$ cat config.mk
export PLATFORM = sky130hd
export DESIGN_NAME = pc_stack
export DESIGN_NICKNAME = d
export VERILOG_FILES = /design/src/rtl/pc_stack.sv
export SDC_FILE = /design/constraint.sdc
export NUM_CORES = 1
export LEC_CHECK = 0
export ABC_AREA = 1
export BUFFER_PORTS_ARGS = -buffer_cell sky130_fd_sc_hd__buf_4
export CAP_MARGIN = 15
export CORE_MARGIN = 10
export CORE_UTILIZATION = 51
export DETAILED_ROUTE_END_ITERATION = 8
export GPL_ROUTABILITY_DRIVEN = 0
export HOLD_SLACK_MARGIN = 0.05
export PLACE_DENSITY = 0.85
export SYNTH_ARGS = -nofsm -noshare
export SYNTH_HDL_FRONTEND = slang
export SYNTH_SLANG_ARGS = --single-unit
$ cat constraint.sdc
create_clock -name clk -period 1.8 [get_ports clk]
set_input_delay 0.09 -clock clk [delete_from_list [all_inputs] [get_ports clk]]
set_output_delay 0.09 -clock clk [all_outputs]
set_load 0.02 [all_outputs]
$ cat src/rtl/pc_stack.sv
// Program counter with jump/branch/call/return and a LIFO return-address stack.
// Optional macro PC_EDGE_DETECT_EN makes incr rising-edge triggered instead of level.
module pc_stack #(
    parameter int SIZE  = 8,
    parameter int DEPTH = 4
) (
    input  logic                       clk,
    input  logic                       reset,
    input  logic                       incr,
    input  logic                       jump,
    input  logic                       branch,
    input  logic                       call,
    input  logic                       ret,
    input  logic [SIZE-1:0]            target,
    input  logic [SIZE-1:0]            offset,
    output logic [SIZE-1:0]            out,
    output logic [$clog2(DEPTH+1)-1:0] depth,
    output logic                       full,
    output logic                       empty,
    output logic                       ovf,
    output logic                       unf
);
    localparam int DW = $clog2(DEPTH+1);
    localparam int AW = (DEPTH > 1) ? $clog2(DEPTH) : 1;
    localparam logic [DW-1:0] DMAX = DW'(DEPTH);

    // Storage rounded up to a power of two so the AW-bit index always fits.
    logic [SIZE-1:0] stk [(1<<AW)];
    logic [AW-1:0]   wr_idx;
    logic [AW-1:0]   rd_idx;
    logic [DW-1:0]   depth_m1;
    logic            step;
    logic            do_push;

    assign full     = (depth == DMAX);
    assign empty    = (depth == '0);
    assign depth_m1 = depth - DW'(1);
    assign wr_idx   = depth[AW-1:0];
    assign rd_idx   = depth_m1[AW-1:0];
    assign do_push  = !reset && !jump && !branch && call && !full;

`ifdef PC_EDGE_DETECT_EN
    logic incr_q;

    always_ff @(posedge clk) begin
        if (reset) incr_q <= 1'b0;
        else       incr_q <= incr;
    end

    assign step = incr && !incr_q;
`else
    assign step = incr;
`endif

    always_ff @(posedge clk) begin
        if (do_push) stk[wr_idx] <= out + SIZE'(1);
    end

    always_ff @(posedge clk) begin
        if (reset) begin
            out   <= '0;
            depth <= '0;
            ovf   <= 1'b0;
            unf   <= 1'b0;
        end else if (jump) begin
            out <= target;
        end else if (branch) begin
            out <= out + offset;
        end else if (call) begin
            out <= target;
            if (full) ovf   <= 1'b1;
            else      depth <= depth + DW'(1);
        end else if (ret) begin
            if (empty) begin
                unf <= 1'b1;
            end else begin
                out   <= stk[rd_idx];
                depth <= depth_m1;
            end
        end else if (step) begin
            out <= out + SIZE'(1);
        end
    end
endmodule

==> results.tsv <==
stage	metric	value	unit
pwr	Leak Pwr	0.001368	uW
placed_design	post-DP HPWL	5047	um
sta	final setup vio count	0	
floorplanning	Boundary Pins	38	
global_routing	vias in the first global route	2247	
routing	DRC Markers	0	
layout	share of cells above drive strength 1	22.10	%
hold_path	Worst Hold Class	in -> reg	
worst_setup_path	CP max FO	2	
synth	top cell type's share of synthesized area	36.76	%
sta	clk_skew	0.002895	ns
sta	Hold Vio Cnt, Final	0	
hold_path	WHS Path Cells	3	
worst_setup_path	crit path cell chain	ha_1, inv_1, fa_1, o21ai_1, nand2_1, nand2_1, nand2_1, nand3_1, nand3b_1, a21oi_1	
clock_tree	CTS tree	built	
worst_setup_path	launch point of the worst reg-to-reg path	out[0]	
sta	crit share post-route	95.21	%
synth	number of flops mapped to enable cells by yosys	32	
layout	Non-Filler Instances	429	
synth	top cells by area, synth	edfxtp_1 37%, nand2_1 10%, dfxtp_1 10%	
hold_path	Hold EP	out[1]	
global_routing	first-pass GRT wire length	10500	um
floorplanning	Site Rows	25	
worst_setup_path	Critical Path Start Type	register	
pwr	pwr/cell area	785.0	nW/um^2
layout	Layout Area Growth over Synthesis	21.92	%
layout	Diodes inserted	0	
floorplanning	Die H	91.59	um
synth	cell area after synthesis	2614	sq um
worst_setup_path	crit path kind	reg -> reg	
hold_path	HP Start	target[1]	
worst_setup_path	Crit path largest cell delay	0.39	ns
sta	hold_ws	0.1127	ns
routing	DR vias/cell	5.382	
global_routing	GRT overflow	0	
run_status	status	finished clean	
pwr	Max rail drop VDD	0.0004593	V
worst_setup_path	reg2reg path depth	10	
clock_tree	H-tree levels	2	
worst_setup_path	reg2reg end	out[6]	
routing	DR iter-0 viols	220	
routing	WL final	6487	um
global_routing	GRT Total Usage	15.17	%
worst_setup_path	Reg2Reg Setup Slack	0.09	ns
routing	total number of vias	2309	
synth	synth unique cells	35	
global_routing	largest net degree at the start of global routing	21	
placed_design	IO buf count	37	
sta	min cycle time layout	1.714	ns
clock_tree	cts bufs inserted	5	
sta	Relative slew margins	74.56	%
worst_setup_path	critical path capture point type	register	
synth	Mean Syn Cell Area	8.404	sq um
synth	Synth Flop Type	edfxtp_1	
synth	ys async rst share	0	%
synth	Synthesized Nets	348	
clock_tree	Clock Sink Count	45	
clock_tree	clock root cell	clkbuf_8	
floorplanning	DIE AREA	8389	sq um
clock_tree	setup bufs post-CTS	0	
synth	sequential area share after synthesis	46.72	%
worst_setup_path	Worst EP arrival	1.94	ns
floorplanning	die width	91.59	um
placed_design	placed cell count	420	
clock_tree	maximum clock path buffer count	2	
sta	unrepaired setup endpoints after global routing	no	
synth	synth warn	0	
floorplanning	Initial Util	53.91	%
worst_setup_path	most used cell, CP	nand2_1	
routing	routed length per instance	15.12	um
sta	final slew viol count	0	
floorplanning	core region area	4848	sq um
routing	Antenna Nets Post-Route	0	
job	max cap viols	0	
sta	fmax	583.5	MHz
synth	synth cell count leaders	71 x nand2_1, 37 x nor2_1, 32 x edfxtp_1	
routing	DR pass1 iterations	4	
synth	Seq cells post-synth	45	
synth	Synth area leader	edfxtp_1	
synth	Syn Inst Count	311	
synth	most numerous cell in the Yosys netlist	nand2_1	
layout	fillers	383	
clock_tree	Clock Pin Slew Worst Setup and Hold Paths	0.08	ns
clock_tree	clk_lat worst skew	0.29	ns
global_routing	initial antenna violation count	0	
sta	Worst Tran Pin Value	0.3789	ns
layout	fin nets	398	
worst_setup_path	slowest CP cell	fa_1	
worst_setup_path	worst path required time	2.03	ns
## power breakdown
part	switching (uW)	total [uW]	internal [uW]
logic	353	584	231
clock network	336	748	412
registers	19.7	1170	1150
total	708	2500	1790
## sequential cells by signal, summed over array words and instances (netlist names)
register  count
depth         3
unf           1
ovf           1
out           8
stk          32
## layout make-up
| cell class | count | area [sq um] | area share (%) |
|---|---|---|---|
| clock buffer | 6 | 72.57 | 2.277 |
| timing repair buffer | 51 | 385.4 | 12.09 |
| tap | 67 | 83.83 | 2.631 |
| multi-input combinational | 223 | 1247 | 39.14 |
| inverter | 35 | 136.4 | 4.280 |
| clock inverter | 2 | 35.03 | 1.099 |
| sequential | 45 | 1226 | 38.48 |
## cell usage in the layout, fill, tap and decap left out, types with 4 or more instances in the layout
cell type,n
a21oi_1,20
buf_4,50
clkbuf_8,5
dfxtp_1,11
edfxtp_1,32
ha_1,12
inv_1,31
nand2_1,70
nand3_1,25
nor2_1,33
nor2_4,6
o211ai_1,6
o21ai_0,21
xor2_1,4
## critical path: cells and delay by family (launching register included)
family          cells  cell delay [ns]
compound gates      2             0.34
fa+ha+maj           2             0.56
flops               1             0.34
buf+inv             1             0.06
simple gates        5             0.35
## cell families (layout without fill, tap and decap cells)
family          Yosys count  in the layout  share of synthesized area (%)
compound gates           58             58                          12.73
xor+xnor                  8              8                          2.968
buf+inv                  43             94                          7.276
flops                    45             45                          46.72
fa+ha+maj                14             14                          6.989
simple gates            143            143                          23.31
## per-stage QoR
step	power (uW)	setup WS, ns	cell area (sq um)	util, %	TNS, ns
floorplan	1562	-0.08966	2670	-	-2.737
global placement	1750	0.09369	3069	63.30	0
detailed placement	1767	0.03670	3069	63.30	0
CTS	2496	0.02332	3187	65.73	0
global route	2625	0.007754	3187	65.73	0
finish	2502	0.08615	3187	65.73	0
## worst max path at each step
stage / depth (start not counted) / to / from
floorplan: 7 / stk[0][0] / depth[0]
global placement: 10 / out[6] / out[0]
detailed placement: 10 / out[6] / out[0]
CTS: 10 / out[6] / out[0]
global route: 9 / out[6] / depth[1]
finish: 10 / out[6] / out[0]
## metal layers
metal,vias up,global-route usage [%],part of all wire (%)
met2,97,25.59,49
met5,-,0,0
li1,1132,-,-
met4,0,7.441,2.3
met1,1065,17.86,42
met3,15,3.128,6.4
## what timing repair did
item                                    in CTS  in global routing
endpoints found under the setup margin       0                  1
resized for setup                            0                  1
hold buffers                                 1                  0
endpoints found under the hold margin        7                  0
(Power assumes the default switching activity.)
